`src/rtl/seq_detect_param.sv`:
```
// Configurable serial pattern detector with KMP-style fallback, optional overlap,
// runtime pattern/length loading and a saturating match counter.
module seq_detect_param #(
  parameter int                 MAX_LEN = 8,
  parameter int                 LEN_W   = 4,
  parameter int                 CNT_W   = 8,
  parameter logic [MAX_LEN-1:0] DEF_PAT = 8'b0000_0110,
  parameter int                 DEF_LEN = 4,
  parameter bit                 DEF_OVL = 1'b0
) (
  input  logic               clk,
  input  logic               rst,
  input  logic               d_in,
  input  logic               en,
  input  logic               cfg_load,
  input  logic [MAX_LEN-1:0] cfg_pat,
  input  logic [LEN_W-1:0]   cfg_len,
  input  logic               cfg_ovl,
  input  logic               cnt_clr,
  output logic               d_out,
  output logic [LEN_W-1:0]   progress,
  output logic [CNT_W-1:0]   match_cnt,
  output logic               cfg_err
);

  logic [MAX_LEN-1:0] pat;
  logic [LEN_W-1:0]   len;
  logic               ovl;

  int   k_base;
  int   next_k;
  logic ok;
  logic cfg_valid;
  logic match_entry;

  // Bit idx of a vector selected by a loop-bounded scan; out-of-range reads 0.
  function automatic logic pat_bit(input logic [MAX_LEN-1:0] p, input int idx);
    logic r;
    r = 1'b0;
    for (int b = 0; b < MAX_LEN; b++)
      if (b == idx) r = p[b];
    return r;
  endfunction

  // Sequence position i maps to pat[len-1-i]. The longest prefix that is a suffix
  // of (first k_base pattern bits, d_in) is the next state; history beyond k_base
  // cannot produce a longer match, so no bit history is stored.
  // NOTE: every always_comb output gets a default first so no latch is inferred.
  always_comb begin
    k_base = (progress == len && !ovl) ? 0 : int'(progress);
    next_k = 0;
    ok     = 1'b0;
    for (int j = 1; j <= MAX_LEN; j++) begin
      if (j <= int'(len) && j <= k_base + 1) begin
        ok = (pat_bit(pat, int'(len) - j) == d_in);
        for (int i = 0; i < MAX_LEN - 1; i++)
          if (i < j - 1 &&
              pat_bit(pat, int'(len) - 1 - (k_base + 1 - j + i)) != pat_bit(pat, int'(len) - 1 - i))
            ok = 1'b0;
        if (ok) next_k = j;
      end
    end
  end

  assign cfg_valid   = (cfg_len != '0) && (cfg_len <= LEN_W'(MAX_LEN));
  assign match_entry = en && !cfg_load && (LEN_W'(next_k) == len);
  assign d_out       = (progress == len);

  // NOTE: sequential state uses non-blocking assignments only, so every register
  // samples pre-edge values regardless of statement order.
  always_ff @(posedge clk or posedge rst) begin
    if (rst) begin
      pat       <= DEF_PAT;
      len       <= LEN_W'(DEF_LEN);
      ovl       <= DEF_OVL;
      progress  <= '0;
      match_cnt <= '0;
      cfg_err   <= 1'b0;
    end else begin
      cfg_err <= 1'b0;
      if (cfg_load) begin
        // A load always swallows the data bit of its cycle, accepted or not.
        if (cfg_valid) begin
          pat      <= cfg_pat;
          len      <= cfg_len;
          ovl      <= cfg_ovl;
          progress <= '0;
        end else begin
          cfg_err <= 1'b1;
        end
      end else if (en) begin
        progress <= LEN_W'(next_k);
      end

      if (cnt_clr)
        match_cnt <= '0;
      else if (match_entry && match_cnt != '1)
        match_cnt <= match_cnt + 1'b1;
    end
  end

endmodule

```
`config.mk`:
```
export PLATFORM = sky130hd
export DESIGN_NAME = seq_detect_param
export DESIGN_NICKNAME = d
export VERILOG_FILES = /design/src/rtl/seq_detect_param.sv
export SDC_FILE = /design/constraint.sdc
export NUM_CORES = 1
export LEC_CHECK = 0
export BUFFER_PORTS_ARGS = -buffer_cell sky130_fd_sc_hd__buf_2
export CAP_MARGIN = 10
export CORE_MARGIN = 2
export CORE_UTILIZATION = 40
export CTS_CLUSTER_DIAMETER = 200
export DETAILED_ROUTE_END_ITERATION = 12
export PLACE_DENSITY_LB_ADDON = 0.3
export SLEW_MARGIN = 20
export SYNTH_ARGS = -nofsm -noshare
export SYNTH_HDL_FRONTEND = slang
export SYNTH_SLANG_ARGS = --single-unit
export TNS_END_PERCENT = 5
```
`constraint.sdc`:
```
create_clock -name clk -period 14.05 [get_ports clk]
set_input_delay 2.81 -clock clk [delete_from_list [all_inputs] [get_ports clk]]
set_output_delay 2.81 -clock clk [all_outputs]
set_load 0.005 [all_outputs]
```
Word-level counts from Yosys, hierarchy flattened
Cells that the tools add are included.
{ "op_classes": {"bitwise_logic": 0, "reduce_logical": 62, "mux": 459, "multipliers": 0, "addsub": 72, "n_lt_le_gt_ge": 17, "shifts": 0, "div": 0, "eq_ne": 334} }
{ "op_table": {"columns": ["op", "count"], "rows": [
  ["4-bit by 32-bit == test with 1-bit output, first input constant", 132],
  ["3-bit by 32-bit == test with 1-bit output, first input constant", 66],
  ["32-bit zero test", 42],
  ["2-bit by 32-bit == test with 1-bit output, first input constant", 33],
  ["5-bit by 32-bit subtractor with 32-bit output", 21],
  ["1-bit two-way mux", 439],
  ["32-bit by 3-bit adder with 32-bit output, second input constant", 7],
  ["32-bit by 2-bit adder with 32-bit output, second input constant", 5],
  ["4-bit by 5-bit == test with 1-bit output, first input constant", 32],
  ["4-bit by 32-bit <= comparator with 1-bit output, first input constant", 4],
  ["32-bit by 4-bit subtractor with 32-bit output, second input constant", 4],
  ["32-bit by 4-bit adder with 32-bit output, second input constant", 3],
  ["3-bit by 5-bit == test with 1-bit output, first input constant", 16],
  ["4-bit two-way mux", 17],
  ["3-bit by 32-bit <= comparator with 1-bit output, first input constant", 2],
  ["32-bit by 3-bit subtractor with 32-bit output, second input constant", 2],
  ["5-bit by 7-bit subtractor with 8-bit output", 6],
  ["2-bit by 5-bit == test with 1-bit output, first input constant", 8],
  ["2-bit by 32-bit <= comparator with 1-bit output, first input constant", 1],
  ["5-bit by 32-bit <= comparator with 1-bit output, first input constant", 1],
  ["1-bit inequality test", 28],
  ["4-bit by 6-bit == test with 1-bit output, first input constant", 4],
  ["5-bit by 4-bit subtractor with 6-bit output, second input constant", 4],
  ["6-bit by 4-bit adder with 7-bit output, second input constant", 3],
  ["29 further kinds", 64]
]} }
{ "totals": {"rom_bits": 0, "regBits": 26, "input_bits": 19, "memories": 0, "out_inout_bits": 14, "word_cells": 950, "latchBits": 0, "ramBits": 0} }

Logic depth before layout (Yosys ltp)
{ "logic_depth": {"ltp_word": 38, "mapped_depth": 35, "depth_no_buf": 30} }

Worst setup path before layout
No wires, ideal clock.
{ "synth_path": {"path_type": "reg-to-reg", "from": "register len[0]", "to": "register match_cnt[5]", "period_less_slack_ps": 9118, "t_required_ps": 13925, "path_stages_with_launch": 32, "slack_ps": 4932, "t_arrival_ps": 8994, "n_path_buf": 6, "setup_ps": 125, "path_cell_list": "dfrtp_1 > buf_2 > clkinv_1 > ha_1 > or2_2 > o41ai_1 > clkbuf_1 > inv_1 > ha_1 > xor2_2 > inv_1 > ha_1 > buf_2 > nand2b_1 > ha_1 > clkbuf_1 > inv_1 > ha_1 > clkbuf_1 > o211ai_1 > o21ai_0 > o2111ai_1 > a311o_1 > a311oi_1 > xor2_1 > or4_4 > o21a_1 > or4_1 > and4_1 > buf_6 > nor4_1 > mux2_2"} }
{ "synth_between": {"elab_chain_cells": 37, "elab_cells_between_ends": 925, "classes_between": "add/sub (71); order compare (16); eq/ne (332); mux (452); reduce/logical (54)"} }
{ "synth_rtl": {"columns": ["element", "line", "source"], "rows": [
  ["from (decl)", "27", "logic [LEN_W-1:0] len;"],
  ["from (signal assigned)", "74", "len <= LEN_W'(DEF_LEN);"],
  ["from (signal assigned)", "85", "len <= cfg_len;"],
  ["branches (longest 33 deep; another with 32-bit by 3-bit subtractor with 32-bit output)", null, null],
  ["4-bit == test (*)", "66", "assign match_entry = en && !cfg_load && (LEN_W'(next_k) == len);"],
  ["1-bit logical AND (*)", "66", null],
  ["1-bit logical AND (*)", "97", "else if (match_entry && match_cnt != '1)"],
  ["2-bit nonzero test (no line) (*)", null, null],
  ["to (signal assigned)", "98", "match_cnt <= match_cnt + 1'b1;"],
  ["to (decl)", "22", "output logic [CNT_W-1:0] match_cnt,"]
]} }
Every way passes the cells marked *. The select of a mux whose other input is x is not followed.
A chain may end at the register's enable or synchronous reset.

Worst setup path after layout
{ "layout_path": {"from": "register len[0]", "to": "register match_cnt[7]"} }
The elaborated chain is that of the path after synthesis.

==> summary.txt <==
Drt
  – Initial drt markers: 1726
  – Via density: 6.49
  – Post-detailed-route wirelength per cell: 21.0 microns
  – Remaining design rule violation count: 0
  – WL final: 48900 microns
  – Number of optimization iterations in the first detailed-route pass: 6
  – Vias after detailed routing: 15100
  – Antenna Nets Post-Route: 0

Worst setup path
  – Largest driver fanout on the critical path: 19
  – Classification of the worst setup path: reg -> reg
  – Arrival time at the worst endpoint: 10.37 ns
  – Worst EP required: 14.21 ns
  – Type of destination of the critical path: flop
  – Slack of the worst reg-to-reg path: 3.84 ns
  – Sort of element at the start of the critical path: flop

Layout
  – Final design area excluding fillers: 14600 sq um
  – Leading cell type in the layout, fill and taps excluded: sky130_fd_sc_hd__ha_1
  – Final-layout fill cell count: 3575
  – Leading cell types in the layout, fill and taps excluded: 171 x sky130_fd_sc_hd__ha_1, 161 x sky130_fd_sc_hd__inv_1, 159 x sky130_fd_sc_hd__a21oi_1, 126 x sky130_fd_sc_hd__nand2_1, 119 x sky130_fd_sc_hd__o21ai_0
  – Share of cells above drive strength 1: 0.0862
  – # nets final: 2089
  – Diode count: 0
  – Synthesis-to-finish area growth: 3.23%

Power
  – Final total power: 3.27 mW
  – Worst vdd rail ir drop: 0.000112 V
  – Leakage: 6.12 nW
  – Total power per unit cell area: 223 nW/um^2

Synth
  – Cell area after synthesis: 14200 sq um
  – Number of library cell types mapped by synthesis: 103
  – Sequential fraction of the synthesis area: 0.0462
  – Mean area per synthesized cell: 7.32 sq um
  – Share of the synthesized netlist area taken by xor and xnor gates: 0.0662
  – Multiplexer share of the synthesized area: 0.0836
  – FF+latch count, synth: 26
  – Area share of fa/ha/maj cells after synthesis: 0.193
  – Post-synth EDFFs: 0
  – Most frequently used flop master after synthesis: sky130_fd_sc_hd__dfrtp_1
  – Gate count of the mapped netlist: 1935
  – Syn. warnings: 0
  – Area fraction in and, or, nand and nor cells after synthesis: 0.219
  – Synthesized-area fraction occupied by ao, oa, aoi and oai cells: 0.313
  – Number of nets produced by synthesis: 2155
  – Dominant combinational cell family by area after synthesis: compound AO/OA/AOI/OAI gates
  – Share of flip-flops with an asynchronous set or reset: 1.00

Clocking
  – Latest clock arrival within the worst-skew pair: 0.28 ns
  – Root Driver: sky130_fd_sc_hd__clkbuf_16
  – Cells resized by post-CTS repair: 0
  – Number of H-tree branching levels: 1
  – CTS tree: done
  – Count of hold-fix buffers inserted at cts: 0
  – Number of buffers added by the clock tree synthesis step: 3
  – Maximum clock path buffer count: 2
  – # clock sinks: 26
  – Post-CTS setup buffers: 0
  – Clk pin slew, worst setup/hold paths: 0.07 ns

Die
  – Floorplan row count: 68
  – Die Span Y: 192 microns
  – Die Area: 36900 sq um
  – Top Ports: 33
  – Die Span X: 192 microns
  – Initial Util: 0.408
  – Core area: 34700 sq um

Global routing
  – Via count of the first global-routing pass: 13800
  – GR Util All Layers: 0.259
  – Wire length of the first global-routing pass: 76600 microns
  – Initial antenna violation count: 0
  – Overflow after GRT: 0
  – Pin count of the biggest net entering global routing: 34

Job
  – Max cap viols: 0

Timing
  – Transition time at the pin with the least slew margin: 1.18 ns
  – Clock period minus final worst setup slack: 10.21 ns
  – Worst setup skew after layout: 0.00444 ns
  – Number of pins exceeding their max-slew limit in the final report: 0
  – Worst slew margin relative to its limit: 0.195
  – Max Clk Rate: 98.0 MHz
  – Post-route setup TNS: 0 ns
  – RSZ-0062 raised after global routing: false
  – Final cycle utilization of the critical path: 0.726
  – Final hold violations: 0
  – Final Setup Violations: 0

Outcome
  – Result of the run: finished clean

Place
  – Final weighted congestion in routability-driven placement: 0.977
  – Port buffer count: 32
  – Post-place instance area: 14500 sq um
  – Hpwl dp: 38000 microns

Hold path
  – Hold Path Class: reg -> reg
routing by layer:
metal  share of wire  track usage
met1            0.44        0.361
met2            0.44        0.408
met3           0.079       0.0362
met4           0.039       0.0884
met5               0            0
kinds of logic (layout without fill, tap and decap cells):
logic type | count (synthesis) | count (layout)
fa+ha+maj | 201 | 201
compound gates | 646 | 646
buf+inv | 284 | 217
simple gates | 586 | 586
mux | 90 | 90
flops | 26 | 26
xor+xnor | 102 | 102
report_power, final:
part | switching (mW) | internal (mW) | total (mW)
clock network | 0.0314 | 0.0569 | 0.0883
registers | 0.0411 | 0.0851 | 0.126
logic | 1.84 | 1.22 | 3.05
total | 1.91 | 1.36 | 3.27
registers in the layout, indices dropped and copies added, names as in the netlist:
register / flops
pat: 8
len: 4
progress: 4
cfg_err: 1
match_cnt: 8
ovl: 1
layout make-up:
| class | instances | area (sq um) | share of cell area |
|---|---|---|---|
| Tap cell | 455 | 569 | 0.0389 |
| Inverter | 167 | 629 | 0.0430 |
| Clock buffer | 3 | 75.1 | 0.00513 |
| Sequential cell | 26 | 654 | 0.0448 |
| Multi-Input combinational cell | 1625 | 12400 | 0.848 |
| Timing Repair Buffer | 46 | 265 | 0.0181 |
| Clock inverter | 1 | 30.0 | 0.00205 |
critical path, stage by stage, from the launching register on:
cell and delay [ns]:
sky130_fd_sc_hd__dfrtp_1 0.35, sky130_fd_sc_hd__clkinv_1 0.37, sky130_fd_sc_hd__ha_1 0.45, sky130_fd_sc_hd__or2_2 0.35
sky130_fd_sc_hd__nor4_4 0.35, sky130_fd_sc_hd__nand2b_1 0.34, sky130_fd_sc_hd__inv_1 0.20, sky130_fd_sc_hd__ha_1 0.29
sky130_fd_sc_hd__xor2_2 0.64, sky130_fd_sc_hd__inv_1 0.31, sky130_fd_sc_hd__ha_1 0.41, sky130_fd_sc_hd__nand2b_1 0.32
sky130_fd_sc_hd__ha_1 0.60, sky130_fd_sc_hd__inv_1 0.19, sky130_fd_sc_hd__ha_1 0.68, sky130_fd_sc_hd__o211ai_1 0.19
sky130_fd_sc_hd__o21ai_0 0.46, sky130_fd_sc_hd__o2111ai_1 0.18, sky130_fd_sc_hd__a311o_1 0.38, sky130_fd_sc_hd__a311oi_1 0.59
sky130_fd_sc_hd__xor2_1 0.18, sky130_fd_sc_hd__or4_4 0.61, sky130_fd_sc_hd__o21a_1 0.16, sky130_fd_sc_hd__or4_1 0.50
sky130_fd_sc_hd__and4_1 0.27, sky130_fd_sc_hd__nor4_1 0.35, sky130_fd_sc_hd__mux2_2 0.37
worst paths after layout:
path | startpoint | end | cells after the start
worst max register to register | len[0]$_DFFE_PP0P_ | match_cnt[7]$_DFFE_PP0P_ | 26
worst min-delay path | match_cnt[1]$_DFFE_PP0P_ | match_cnt[1]$_DFFE_PP0P_ | 2
worst min register to register | match_cnt[1]$_DFFE_PP0P_ | match_cnt[1]$_DFFE_PP0P_ | 2
min in group asynchronous | rst | cfg_err$_DFF_PP0_ | 2
max in group asynchronous | rst | pat[3]$_DFFE_PP0P_ | 2
worst max-delay path | len[0]$_DFFE_PP0P_ | match_cnt[7]$_DFFE_PP0P_ | 26
synth_stat cells (all sizes together), types with 16 or more instances:
library cell	number	share of area
a211oi	30	0.016
a21o	35	0.019
a21oi	162	0.058
a22oi	16	0.0085
buf	25	0.010
clkbuf	92	0.024
dfrtp	23	0.041
fa	30	0.042
ha	171	0.15
inv	165	0.044
mux2	37	0.029
mux2i	35	0.026
mux4	18	0.029
nand2	126	0.033
nand2b	36	0.016
nand3	70	0.025
nand4	29	0.013
nor2	109	0.029
nor2b	44	0.020
nor3	43	0.015
nor4	20	0.011
o211ai	42	0.023
o21a	26	0.014
o21ai	124	0.044
o221ai	18	0.011
o31ai	23	0.012
or3	17	0.0075
xnor2	70	0.044
xor2	32	0.022
through the flow:
| stage | instances | setup WS (ns) | hold slack (ns) | util |
|---|---|---|---|---|
| floorplan | 1935 | 4.93 | 0.471 | - |
| global placement | 2319 | 4.25 | 0.581 | 0.418 |
| detailed placement | 2319 | 3.94 | 0.581 | 0.418 |
| CTS | 2323 | 3.93 | 0.598 | 0.421 |
| global route | 2323 | 3.15 | 0.626 | 0.421 |
| finish | 2323 | 3.84 | 0.596 | 0.421 |
(Power assumes the default switching activity.)
